### src/rtl/tick_sched.sv
// tick_sched: four programmable clock-enable dividers (RNG, asteroid, ship,
// bullet timing) with a three-state reconfiguration handshake.
// Reset input 'rst' is asynchronous and active-low.
module tick_sched #(
  parameter int DW      = 8,
  parameter int RST_DIV = 5
) (
  input  logic          clk,
  input  logic          rst,
  input  logic          run,
  input  logic          cfg_valid,
  input  logic [1:0]    cfg_sel,
  input  logic [DW-1:0] cfg_div,
  output logic          cfg_ready,
  output logic          busy,
  output logic [3:0]    tick
);

  typedef enum logic [1:0] {
    IDLE,
    LOAD,
    SYNC
  } state_e;

  state_e state_q, state_d;

  logic [1:0]          sel_q, sel_d;
  logic [DW-1:0]       capDiv_q, capDiv_d;
  logic [3:0][DW-1:0]  div_q, div_d;
  logic [3:0][DW-1:0]  cnt_q, cnt_d;
  logic [3:0]          tick_q, tick_d;
  logic                loadEn;

  assign loadEn = (state_q == LOAD);
  assign tick   = tick_q;

  // Config handshake: accept in IDLE, commit in LOAD, one guard cycle in SYNC.
  always_comb begin
    state_d   = state_q;
    sel_d     = sel_q;
    capDiv_d  = capDiv_q;
    cfg_ready = 1'b0;
    busy      = 1'b0;
    case (state_q)
      IDLE: begin
        cfg_ready = 1'b1;
        if (cfg_valid) begin
          state_d  = LOAD;
          sel_d    = cfg_sel;
          capDiv_d = cfg_div;
        end
      end
      LOAD: begin
        busy    = 1'b1;
        state_d = SYNC;
      end
      SYNC: begin
        busy    = 1'b1;
        state_d = IDLE;
      end
      default: begin
        state_d = IDLE;
      end
    endcase
  end

  // Per-channel divider: a reload beats a terminal count, a zero ratio parks the channel.
  always_comb begin
    div_d  = div_q;
    cnt_d  = cnt_q;
    tick_d = '0;
    for (int n = 0; n < 4; n++) begin
      if (loadEn && (sel_q == 2'(n))) begin
        div_d[n]  = capDiv_q;
        cnt_d[n]  = '0;
        tick_d[n] = 1'b0;
      end else if (div_q[n] == '0) begin
        cnt_d[n]  = '0;
        tick_d[n] = 1'b0;
      end else if (run) begin
        if (cnt_q[n] == (div_q[n] - DW'(1))) begin
          cnt_d[n]  = '0;
          tick_d[n] = 1'b1;
        end else begin
          cnt_d[n]  = cnt_q[n] + DW'(1);
          tick_d[n] = 1'b0;
        end
      end
    end
  end

  // Handshake state and captured request; reset abandons any pending load.
  always_ff @(posedge clk or negedge rst) begin
    if (!rst) begin
      state_q  <= IDLE;
      sel_q    <= '0;
      capDiv_q <= '0;
    end else begin
      state_q  <= state_d;
      sel_q    <= sel_d;
      capDiv_q <= capDiv_d;
    end
  end

  // Divider ratios, counters and registered tick pulses.
  always_ff @(posedge clk or negedge rst) begin
    if (!rst) begin
      div_q  <= {4{DW'(RST_DIV)}};
      cnt_q  <= '0;
      tick_q <= '0;
    end else begin
      div_q  <= div_d;
      cnt_q  <= cnt_d;
      tick_q <= tick_d;
    end
  end

endmodule

### config.mk
export PLATFORM = sky130hd
export DESIGN_NAME = tick_sched
export DESIGN_NICKNAME = d
export VERILOG_FILES = /design/src/rtl/tick_sched.sv
export SDC_FILE = /design/constraint.sdc
export NUM_CORES = 1
export LEC_CHECK = 0
export CORE_ASPECT_RATIO = 0.7
export CORE_UTILIZATION = 55
export DETAILED_ROUTE_END_ITERATION = 16
export DONT_BUFFER_PORTS = 1
export GPL_TIMING_DRIVEN = 0
export PLACE_DENSITY = 0.74
export SETUP_SLACK_MARGIN = 0.15
export SLEW_MARGIN = 25
export SYNTH_ARGS = -nofsm -noshare
export SYNTH_HDL_FRONTEND = slang
export SYNTH_SLANG_ARGS = --single-unit
### constraint.sdc
create_clock -name clk -period 2.6 [get_ports clk]
set_clock_uncertainty 0.05 [all_clocks]
set_input_delay 0.39 -clock clk [delete_from_list [all_inputs] [get_ports clk]]
set_output_delay 0.39 -clock clk [all_outputs]
set_load 0.02 [all_outputs]
### Yosys cells after proc, flatten, opt, wreduce, memory -nomap -nowiden

Cells that the tools add are included.
W data, S select, Z words.

* flip-flop bits (word level): 80
* bits of input ports: 14
* output and inout port bits: 6
* logic and storage cells: 82

* add/sub/neg operators: 8
* eq/ne operators: 10
* multiplexer cells: 36
* reduce and logical (&&, ||, !) cells: 16

Operator list (count)
* $mux W8: 16
* $add A8 B1 Y8 const B: 4
* $eq A8 B8 Y1: 4
* $logic_not A8 Y1: 4
* $sub A8 B1 Y8 const B: 4
* $mux W1: 18
* $reduce_bool A3 Y1: 4
* $eq A2 B2 Y1 const B: 3
* $eq A2 B1 Y1 const B: 2
* $logic_and A1 B1 Y1: 4
* $logic_not A2 Y1: 2
* $pmux W2 S2: 1
* $mux W2: 1
* $ne A2 B2 Y1 const B: 1
* $reduce_and A2 Y1: 1
* $reduce_or A2 Y1: 1

### Longest topological paths before layout

Gate-level depths: netlist of run 1.

* depth in word-level cells: 6
* depth in mapped cells: 9
* depth with buffers taken out: 8

### Least setup slack after synthesis of run 1

Ideal clock, no wire load.

* path kind: flip-flop to flip-flop
* start: register div_q[1] in the netlist's numbering
* end: register cnt_q[5] in the netlist's numbering
* library setup time: 0.121 ns
* arrival: 2.193 ns
* required time: 2.429 ns
* slack: 0.236 ns
* stages on the path, launching flop included: 8
* buffers on the path: 0
* clock period less this slack: 2.364 ns
* cell sequence: dfrtp_1 -> inv_1 -> ha_1 -> or3b_2 -> o41ai_1 -> a41oi_2 -> a21o_1 -> a22o_1

* cells in the longest elaborated chain, start to end: 6
* elaborated cells between the ends (all ways): 8
* classes of those cells: add/sub (1); eq/ne (1); mux (4); reduce/logical (2)

Ends and longest elaborated chain
* from (decl): RTL line 29 `logic [3:0][DW-1:0] div_q, div_d;`
* from (signal assigned): RTL line 108 `div_q <= {4{DW'(RST_DIV)}};`
* from (signal assigned): RTL line 112 `div_q <= div_d;`
* $sub A8 B1 Y8: RTL line 81 `if (cnt_q[n] == (div_q[n] - DW'(1))) begin`
* $eq A8 B8 Y1: RTL line 81
* $mux W8: RTL line 81
* $mux W8: RTL line 80 `end else if (run) begin`
* $mux W8: RTL line 77 `end else if (div_q[n] == '0) begin`
* $mux W8: RTL line 73 `if (loadEn && (sel_q == 2'(n))) begin`
* to (signal assigned): RTL line 113 `cnt_q <= cnt_d;`
* to (decl): RTL line 30 `logic [3:0][DW-1:0] cnt_q, cnt_d;`

Parallel ways exist; a longest one is shown, timed or not. The select of a mux whose other input is x is not followed.
A chain may end at the register's enable or synchronous reset.

### Final worst setup path of run 1

* start: register div_q[8] in the netlist's numbering
* end: register cnt_q[8] in the netlist's numbering

Same word-level chain as after synthesis.

==> summary.md, run 1 <==
| Metric | Value |
|---|---|
| Status | `finished, violations left` |
| Failing checks | `DRC` |
| Die area | `about 0.0087 sq mm` |
| CTS Buffer Depth | `2` |
| CP arrival | `2.58 ns` |
| Initial core utilization | `0.574` |
| Final Hold Fails | `0` |
| Reg2Reg Depth | `8` |
| Post-DR wirelength/cell | `between 15 and 20 microns` |
| Final setup vio count | `0` |
| Iteration-0 DRC Markers | `244` |
| Main flop type after synthesis | `dfrtp_1` |
| Cell Area, Synth | `0.00457 sq mm` |
| WP data required | `approximately 2.8 ns` |
| Startpoint types | `register` |
| Mapped Cells | `approximately 440` |
| Share of post-route cells with drive strength above 1 | `0.250` |
| Die Ht | `~78 microns` |
| Worst Tran Pin Value | `0.545 ns` |
| Antenna Diode Count | `0` |
| Flops & latches, synth | `80` |
| Clk sink count | `80` |
| Endpoint, Worst Hold | `state_q[1]$_DFFE_PN0P_` |
| Core area | `between 0.007 and 0.008 sq mm` |
| Rows | `27` |
| Final Core Density | `0.674` |
| Max-slew violations | `0` |
| Asr flop ratio synth | `1.00` |
| Placed instance area | `between 0.004 and 0.005 sq mm` |
| GR Overflow Total | `0` |
| Drt via density | `just over 6` |
| First-pass GRT wire length | `17200 microns` |
| Relative slew slack | `0.635` |
| R2r setup slk | `between 0.15 and 0.2 ns` |
| Vias | `3506` |
| Fmax | `about 0.41 GHz` |
| Routed WL | `approximately 11000 microns` |
| Syn avg cell area | `10.3 sq um` |
| Synth top cells by count | `dfrtp_1 (72), mux2_2 (41), xnor2_1 (32)` |
| Share of the synthesized area in the top cell type | `0.394` |
| DR DRC count | `4` |
| Final ANT Viol Nets | `0` |
| Area Overhead vs Synth | `17.5%` |
| Gpl congestion | `about 0.85` |
| DP Wirelength | `6770 microns` |
| Register area share after synthesis | `0.440` |
| Min-Delay Startpoint | `cfg_valid` |
| Critical setup path kind | `register to register` |
| DIE WIDTH | `around 110 microns` |
| R2R Path End | `cnt_q[8]$_DFFE_PN0P_` |
| IO Count | `20` |
| Filler cells | `599` |
| Top cells by area, synth | `dfrtp_1 (39%), mux2_2 (10%), xnor2_1 (6.1%), dfstp_2 (4.6%), ha_1 (3.8%)` |
| CTS tree | `yes` |
| Synth warn | `0` |
| Hold Path Depth | `1` |
| Top-count cell post-synth | `dfrtp_1` |
| Number of port buffers | `0` |
| Skew-Pair Late Insertion Delay | `approximately 0.34 ns` |
| Pwr dens | `1260 mW/mm^2` |
| Worst reg2reg startpoint | `div_q[8]$_DFFE_PN1P_` |
| Post-route cell area | `between 0.005 and 0.006 sq mm` |
| H-Tree Depth | `3` |
| Number of synthesized flops with an enable pin | `0` |
| DR pass1 iterations | `12` |
| IR Drop Worst-Case VDD | `0.617 mV` |
| Clock transition at path regs | `around 0.060 ns` |
| Number of global-route vias before repair | `3437` |
| Synth area leader | `dfrtp_1` |
| Leakage power | `2.28 nW` |
| Minimum clock period | `2.41 ns` |
| Crit path max fanout | `6` |
| Hold Path Class | `input pin to register` |
| Largest net degree at the start of global routing | `a little over 80` |
| Period utilization | `0.928` |
| Worst setup EP type | `register` |
| Synth cell types | `54` |
| CTS buffer count | `9` |
| Initial antenna violation count | `0` |
| RSZ-0062 raised after global routing | `true` |
| Max-cap violations | `0` |
| Layout Nets | `between 400 and 500` |
| Syn Nets | `471` |
| CTS root buffer | `clkbuf_16` |
| GRT Total Usage | `0.258` |
logic make-up (layout without fill, tap and decap cells):
| kind of cell | Yosys count | count (layout) | synth area share |
|---|---|---|---|
| xor gates and xnor gates | 42 | 42 | 0.0804 |
| adders and majority gates | 14 | 14 | 0.0383 |
| buffers and inverters | 35 | 68 | 0.0317 |
| AOI/OAI and AO/OA | 78 | 78 | 0.124 |
| and+or+nand+nor | 147 | 147 | 0.171 |
| muxes | 47 | 47 | 0.114 |
| DFF | 80 | 80 | 0.440 |
flip-flops by register name (all words and copies together), names as in the netlist:
name and cells:
div_q 32, cnt_q 32, state_q 2, capDiv_q 8
sel_q 2, tick 4
worst max-delay path by stage:
stage | startpoint | to | depth (start not counted)
floorplan | div_q[1]$_DFFE_PN0P_ | cnt_q[5]$_DFFE_PN0P_ | 7
global placement | div_q[1]$_DFFE_PN0P_ | cnt_q[5]$_DFFE_PN0P_ | 7
detailed placement | div_q[1]$_DFFE_PN0P_ | cnt_q[5]$_DFFE_PN0P_ | 7
CTS | div_q[24]$_DFFE_PN1P_ | cnt_q[28]$_DFFE_PN0P_ | 9
global route | div_q[8]$_DFFE_PN1P_ | cnt_q[8]$_DFFE_PN0P_ | 8
finish | div_q[8]$_DFFE_PN1P_ | cnt_q[8]$_DFFE_PN0P_ | 8
final cells by class:
class                      instances  area, sq um  share of cell area
timing repair buffer              17          145              0.0270
buffer                            10         65.1              0.0121
clock buffer                      14          274              0.0510
multi-input combinational        328         2600               0.483
tap                              101          126              0.0235
clock inverter                     2         60.1              0.0112
inverter                          25         93.8              0.0175
sequential                        80         2010               0.375
cell usage in the layout (no fill, tap or decap), drive strengths merged, types with 6 or more instances in the layout:
master	instances
nand2	25
dfrtp	72
a31oi	10
o21ai	18
and3	6
nor4	7
nand3	27
nor2	26
a21o	8
nor3	11
xnor2	32
xor2	10
a21oi	12
buf	20
a22o	10
nor2b	7
clkbuf	20
ha	14
mux2i	6
mux2	41
inv	25
dfstp	8
power breakdown:
part | total (W) | internal, W | leakage (nW) | switching [W]
Combinational | 0.00287 | 0.00149 | 1.11 | 0.00138
Sequential | 0.00247 | 0.00175 | 1.00 | 0.000723
Clock | 0.00142 | 0.000921 | 0.163 | 0.000495
routing by layer:
layer | GRT usage | part of all wire | vias to the layer above
met4 | 0.0890 | 0.019 | 0
met3 | 0.0649 | 0.057 | 21
met2 | 0.396 | 0.46 | 90
li1 | - | - | 1658
met5 | 0 | 0 | -
met1 | 0.357 | 0.46 | 1737
timing repair:
item,in CTS,in global routing
setup buffers,4,9
hold buffers,2,0
resized for setup,10,31
hold endpoints to repair,80,0
gates cloned,1,1
pin swaps,3,16
endpoints found under the setup margin,19,32
per-stage QoR:
stage               hold WS [ns]  setup TNS [ns]  power [W]  worst slack (ns)  instances
global route              0.0980               0    0.00718             0.128        577
floorplan                 0.0444               0    0.00417             0.236        443
detailed placement        0.0467         -0.0472    0.00475           -0.0309        544
global placement          0.0464               0    0.00459            0.0379        544
finish                     0.103               0    0.00676             0.186        577
CTS                       0.0923               0    0.00641             0.150        567
critical path: stages, from the launching register on:
cell and delay, ns:
dfstp_2 0.59, inv_2 0.07, ha_4 0.16, nor3b_4 0.14, xnor2_1 0.14, nor4_2 0.36, a41oi_2 0.30, buf_6 0.22
mux2_4 0.26
Note: power is estimated with default switching activity, not from simulation.
==> run 2, diff against run 1 <==
--- a/config.mk
+++ b/config.mk
@@ -6,11 +6,11 @@
 export NUM_CORES = 1
 export LEC_CHECK = 0
 export CORE_ASPECT_RATIO = 0.7
-export CORE_UTILIZATION = 55
+export CORE_UTILIZATION = 64
 export DETAILED_ROUTE_END_ITERATION = 16
 export DONT_BUFFER_PORTS = 1
 export GPL_TIMING_DRIVEN = 0
-export PLACE_DENSITY = 0.74
+export PLACE_DENSITY = 0.84
 export SETUP_SLACK_MARGIN = 0.15
 export SLEW_MARGIN = 25
 export SYNTH_ARGS = -nofsm -noshare
==> run 2 against run 1 <==
Effect of this change: the flow now finishes without violations; routed wire length decreased by 3.9%; core utilization increased by 9.1 points; sequential power decreased by 2%; global-route usage increased by 2.9 points; combinational power increased by 2%; maximum frequency increased by 0.95%; critical path depth decreased by 1; worst hold slack got worse by 0.028 ns; via count increased by 0.91%; flip-flop and latch count unchanged; non-clock buffer count increased by 4; register-to-register slack improved by 0.02 ns.
==> summary.md, run 2 (same netlist as run 1, synthesis figures left out) <==
| Metric | Value |
|---|---|
| R2r setup slk | `~0.21 ns` |
| Minimum clock period | `about 2.4 ns` |
| Area Overhead vs Synth | `14.1%` |
| Most frequent cells in the layout | `dfrtp_1 (70), mux2_2 (41), xnor2_1 (32), nor2_1 (26)` |
| Part of the power in registers | `0.393` |
| CP top delay family | `simple AND/OR/NAND/NOR gates` |
| Leakage power | `2.21 nW` |
| Iteration-0 DRC Markers | `between 150 and 200` |
| Part of the power in the clock network | `0.135` |
| Share of post-route cells with drive strength above 1 | `0.256` |
| Max-slew violations | `0` |
| Worst Path Buf+Inv | `1` |
| GR Overflow Total | `0` |
| Gpl congestion | `slightly above 0.9` |
| Clock transition at path regs | `~0.09 ns` |
| Max-cap violations | `0` |
| Worst Tran Pin Value | `0.570 ns` |
| CTS Buffer Depth | `2` |
| IO Count | `20` |
| Worst reg2reg startpoint | `div_q[17]$_DFFE_PN0P_` |
| Crit path cell chain | `or3_1, or3_1, a2111oi_4, a41oi_4, buf_4, nor3b_1, o21bai_1` |
| Setup crit end | `cnt_q[19]$_DFFE_PN0P_` |
| Fmax | `0.418 GHz` |
| Initial core utilization | `0.671` |
| Die Ht | `72.7 microns` |
| Logic pwr share | `0.471` |
| Relative slew slack | `0.619` |
| Status | `complete, no violations` |
| Largest net degree at the start of global routing | `81` |
| Hold Path Class | `input pin to register` |
| Setup ws final | `roughly 0.21 ns` |
| Pint | `0.00359 W` |
| Final Core Density | `0.766` |
| Busiest grt layer | `met2` |
| Layout Nets | `roughly 500` |
| Commonest non-fill, non-tap cell in the layout | `dfrtp_1` |
| Pwr dens | `approximately 1200 mW/mm^2` |
| First-pass GRT wire length | `between 15000 and 20000 microns` |
| Biggest regs | `cnt_q x32, div_q x32, capDiv_q x8` |
| Core area | `between 0.006 and 0.007 sq mm` |
| Reg2Reg Depth | `7` |
| Final setup vio count | `0` |
| Worst setup EP type | `register` |
| Psw | `between 0.002 and 0.003 W` |
| Post-DR wirelength/cell | `17.7 microns` |
| Net Sw Frac | `0.420` |
| IR Drop Worst-Case VDD | `~0.95 mV` |
| CP Launch Point | `div_q[17]$_DFFE_PN0P_` |
| DP Worst Slack | `-0.0619 ns` |
| H-Tree Depth | `3` |
| Antenna Diode Count | `0` |
| CTS root buffer | `clkbuf_8` |
| DIE WIDTH | `between 100 and 150 microns` |
| Rows | `25` |
| CP arrival | `2.59 ns` |
| Vias | `3538` |
| RSZ-0062 raised after global routing | `true` |
| Critical setup path kind | `register to register` |
| CTS buffer count | `9` |
| Crit path max fanout | `6` |
| R2R Path End | `cnt_q[19]$_DFFE_PN0P_` |
| Number of global-route vias before repair | `3289` |
| CP dominant cell by count | `or3_1` |
| Initial antenna violation count | `0` |
| Die area | `0.00749 sq mm` |
| CTS tree | `yes` |
| Hold_ws | `roughly 0.075 ns` |
| Period utilization | `0.920` |
| CP max stage delay | `between 0.4 and 0.5 ns` |
| DR pass1 iterations | `5` |
| DR DRC count | `0` |
| Skew-Pair Late Insertion Delay | `0.37 ns` |
| Clk sink count | `80` |
| CP max stage cell | `dfrtp_1` |
| WP data required | `roughly 2.8 ns` |
| GR Util met2 | `0.455` |
| Drt via density | `6.16` |
| Number of port buffers | `0` |
| Routed WL | `between 10000 and 15000 microns` |
| DP Wirelength | `roughly 6700 microns` |
| Grt met3 use | `0.0670` |
| Final ANT Viol Nets | `0` |
| Met1 Use GR | `0.388` |
| GRT Total Usage | `0.287` |
| Startpoint types | `register` |
| Final Hold Fails | `0` |
| Crit path depth | `7` |
run 2: worst min path at each step:
stage	from	to	slack (ns)	cells past startpoint
after global placement	rst	cnt_q[18]$_DFFE_PN0P_	0.05	0
after detailed placement	rst	cnt_q[20]$_DFFE_PN0P_	0.05	0
final	cfg_valid	state_q[1]$_DFFE_PN0P_	0.08	1
after CTS	cfg_valid	state_q[1]$_DFFE_PN0P_	0.07	1
after floorplan	rst	capDiv_q[0]$_DFFE_PN0P_	0.04	0
after global routing	cfg_valid	state_q[1]$_DFFE_PN0P_	0.07	1
run 2: final cells by class:
| class | instances | area, sq um |
|---|---|---|
| Multi-Input combinational cell | 328 | 2590 |
| Sequential cell | 80 | 2010 |
| Fill cell | 451 | 1600 |
| Timing Repair Buffer | 21 | 179 |
| Clock buffer | 10 | 128 |
| Tap cell | 94 | 118 |
| Inverter | 25 | 93.8 |
| Buffer | 10 | 57.6 |
| Clock inverter | 6 | 43.8 |
run 2: metrics by stage:
| stage | total power (W) | area [sq um] | instances | setup TNS [ns] |
|---|---|---|---|---|
| floorplan | 0.00417 | 4570 | 443 | 0 |
| global route | 0.00656 | 5220 | 574 | 0 |
| global placement | 0.00458 | 4690 | 537 | -0.0127 |
| finish | 0.00618 | 5220 | 574 | 0 |
| CTS | 0.00580 | 5000 | 559 | 0 |
| detailed placement | 0.00475 | 4690 | 537 | -0.109 |
run 2: timing repair:
action / CTS / global route
gates resized for setup: 12 / 24
buffers inserted: 3 / 14
hold buffers: 2 / 0
pin swaps: 4 / 10
cloned: 1 / 1
endpoints found under the setup margin: 20 / 28
hold endpoints to repair: 80 / 0
run 2: power groups by stage:
| stage | Sequential, W | Combinational [W] | Clock, W |
|---|---|---|---|
| 2_1_floorplan | 0.00221 | 0.00196 | 0 |
| 3_3_place_gp | 0.00241 | 0.00216 | 0 |
| 3_5_place_dp | 0.00245 | 0.00230 | 0 |
| 4_1_cts | 0.00243 | 0.00252 | 0.000848 |
| 5_1_grt | 0.00252 | 0.00316 | 0.000879 |
| 6_report | 0.00243 | 0.00292 | 0.000836 |
run 2: layer usage:
metal / vias up / wire [microns]
met2: 110 / 4750
met1: 1746 / 4710
met5: - / 0
met4: 0 / 183
met3: 17 / 513
li1: 1665 / -
run 2: worst register-to-register path: stages, from the launching register on:
cell and delay, ns:
dfrtp_1 0.42, or3_1 0.37, or3_1 0.36, a2111oi_4 0.39, a41oi_4 0.22, buf_4 0.19, nor3b_1 0.12, o21bai_1 0.15
==> run 3, diff against run 2 <==
--- a/config.mk
+++ b/config.mk
@@ -6,11 +6,11 @@
 export NUM_CORES = 1
 export LEC_CHECK = 0
 export CORE_ASPECT_RATIO = 0.7
-export CORE_UTILIZATION = 64
+export CORE_UTILIZATION = 58
 export DETAILED_ROUTE_END_ITERATION = 16
 export DONT_BUFFER_PORTS = 1
 export GPL_TIMING_DRIVEN = 0
-export PLACE_DENSITY = 0.84
+export PLACE_DENSITY = 0.78
 export SETUP_SLACK_MARGIN = 0.15
 export SLEW_MARGIN = 25
 export SYNTH_ARGS = -nofsm -noshare
==> run 3 against run 2 <==
Effect of this change: clock power is 34% higher; power grew 3.6%; design area rose by 0.89%; sequential share of layout area decreased by 0.34 points; core utilization fell by 5.9 points; die area grew 10%; first-iteration DRC count up 36%; sequential power is essentially flat; non-clock buffer count increased by 1; highest routed layer unchanged; via count up 0.40%; cell count rose by 0.87%; critical endpoint is now cnt_q[20]$_DFFE_PN0P_.
==> summary.md, run 3 (same netlist as run 1, synthesis figures left out) <==
| Metric | Value |
|---|---|
| Core area | `between 0.007 and 0.008 sq mm` |
| First-pass GRT wire length | `16200 microns` |
| Reg2Reg Depth | `7` |
| Startpoint types | `register` |
| GRT Total Usage | `0.253` |
| RSZ-0062 raised after global routing | `true` |
| CTS tree | `yes` |
| H-Tree Depth | `3` |
| Layout Nets | `between 500 and 600` |
| Worst Tran Pin Value | `0.561 ns` |
| Period utilization | `0.959` |
| Rows | `26` |
| Minimum clock period | `2.49 ns` |
| Hold Path Depth | `1` |
| Antenna Diode Count | `0` |
| Clk sink count | `80` |
| Die area | `0.00825 sq mm` |
| DR pass1 iterations | `5` |
| R2r setup slk | `~0.11 ns` |
| CP arrival | `approximately 2.7 ns` |
| Biggest regs | `cnt_q x32, div_q x32, capDiv_q x8` |
| Routed WL | `10300 microns` |
| Final setup vio count | `0` |
| Number of port buffers | `0` |
| Largest net degree at the start of global routing | `roughly 80` |
| Die Ht | `76.3 microns` |
| GR Overflow Total | `0` |
| Leakage power | `2.23 nW` |
| Max-cap violations | `0` |
| Fmax | `0.401 GHz` |
| DIE WIDTH | `~110 microns` |
| Relative slew slack | `0.621` |
| IO Count | `20` |
| Status | `complete, no violations` |
| Share of post-route cells with drive strength above 1 | `0.252` |
| CTS buffer count | `9` |
| Placed insts | `about 540` |
| Drt via density | `between 6 and 7` |
| CTS Buffer Depth | `2` |
| DP Wirelength | `about 6700 microns` |
| Endpoint, Worst Hold | `state_q[1]$_DFFE_PN0P_` |
| IR Drop Worst-Case VDD | `between 0.7 and 0.8 mV` |
| Pwr dens | `between 1000 and 1500 mW/mm^2` |
| Post-DR wirelength/cell | `17.7 microns` |
| Initial antenna violation count | `0` |
| R2R Path End | `cnt_q[20]$_DFFE_PN0P_` |
| Final Hold Fails | `0` |
| Vias | `3552` |
| Total negative slack | `0 ns` |
| Layout Cells excl Fill | `around 580` |
| CTS root buffer | `clkbuf_8` |
| Clock transition at path regs | `0.08 ns` |
| WP data required | `~2.8 ns` |
| Min-Delay Startpoint | `cfg_valid` |
| Number of global-route vias before repair | `3366` |
| CP Launch Point | `div_q[16]$_DFFE_PN1P_` |
| Worst setup EP type | `register` |
| Area Overhead vs Synth | `15.1%` |
| Gpl congestion | `0.866` |
| Max-slew violations | `0` |
| Worst reg2reg startpoint | `div_q[16]$_DFFE_PN1P_` |
| Iteration-0 DRC Markers | `around 260` |
| Critical setup path kind | `register to register` |
| Final Core Density | `0.707` |
| Skew-Pair Late Insertion Delay | `0.37 ns` |
| DR DRC count | `0` |
| Hold Path Class | `input pin to register` |
| Crit path max fanout | `6` |
| Most frequent cells in the layout | `dfrtp_1 (70), mux2_2 (41), xnor2_1 (32), nand3_1 (27), nor2_1 (26)` |
| Initial core utilization | `0.614` |
| Commonest non-fill, non-tap cell in the layout | `dfrtp_1` |
| Final ANT Viol Nets | `0` |
[run 3: cell count changes in the layout (fill, tap and decap cells not counted), moves of 3 or more]
| cell | before | now |
|---|---|---|
| bufinv_16 | 0 | 3 |
| clkinvlp_4 | 1 | 4 |
| o21ai_0 | 18 | 15 |
| o21ai_1 | 0 | 3 |
[run 3: stage by stage]
stage               instance area (sq um)  power (W)  worst slack, ns  hold WS (ns)
CTS                                  5040    0.00603            0.152        0.0608
global route                         5270    0.00683           0.0525        0.0622
finish                               5270    0.00641            0.107        0.0745
floorplan                            4570    0.00417            0.236        0.0444
global placement                     4700    0.00458           0.0298        0.0464
detailed placement                   4700    0.00473         -0.00510        0.0460
[run 3: timing repair]
action,in CTS,in global routing
gates resized for setup,11,24
hold endpoints to repair,80,0
buffers inserted,0,18
cloned,0,2
hold buffers,2,0
endpoints found under the setup margin,21,28
pin swaps,5,11
[run 3: cell type report]
class	instances	area (sq um)
clock buffer	9	124
buffer	10	58.8
timing repair buffer	22	189
sequential	80	2010
inverter	25	93.8
multi-input combinational	328	2540
clock inverter	7	120
tap	98	123
fill	525	2180
[run 3: worst max-delay path by stage]
stage	end	slack (ns)	cells after the start
after floorplan	cnt_q[5]$_DFFE_PN0P_	0.24	7
after global placement	cnt_q[5]$_DFFE_PN0P_	0.03	7
after detailed placement	cnt_q[5]$_DFFE_PN0P_	-0.005	7
after CTS	cnt_q[28]$_DFFE_PN0P_	0.15	9
after global routing	cnt_q[20]$_DFFE_PN0P_	0.05	7
final	cnt_q[20]$_DFFE_PN0P_	0.11	7
[run 3: worst max-delay path, cell delays in order (launching register included)]
cell	delay [ns]
dfstp_2	0.41
or3_4	0.39
or3_4	0.35
a2111oi_4	0.47
a41oi_4	0.23
buf_6	0.19
a21oi_1	0.18
o21ai_1	0.10
[run 3: power breakdown]
group | internal, W | switching, W | total, W
Combinational | 0.00147 | 0.00138 | 0.00285
Sequential | 0.00175 | 0.000691 | 0.00244
Clock | 0.000637 | 0.000482 | 0.00112
Total | 0.00386 | 0.00255 | 0.00641
[run 3: routing by layer]
metal,track usage,vias to the layer above,routed length [microns]
met4,0.0685,0,89
met3,0.0607,10,488
met5,0,-,0
met2,0.391,103,4880
li1,-,1669,-
met1,0.354,1770,4810
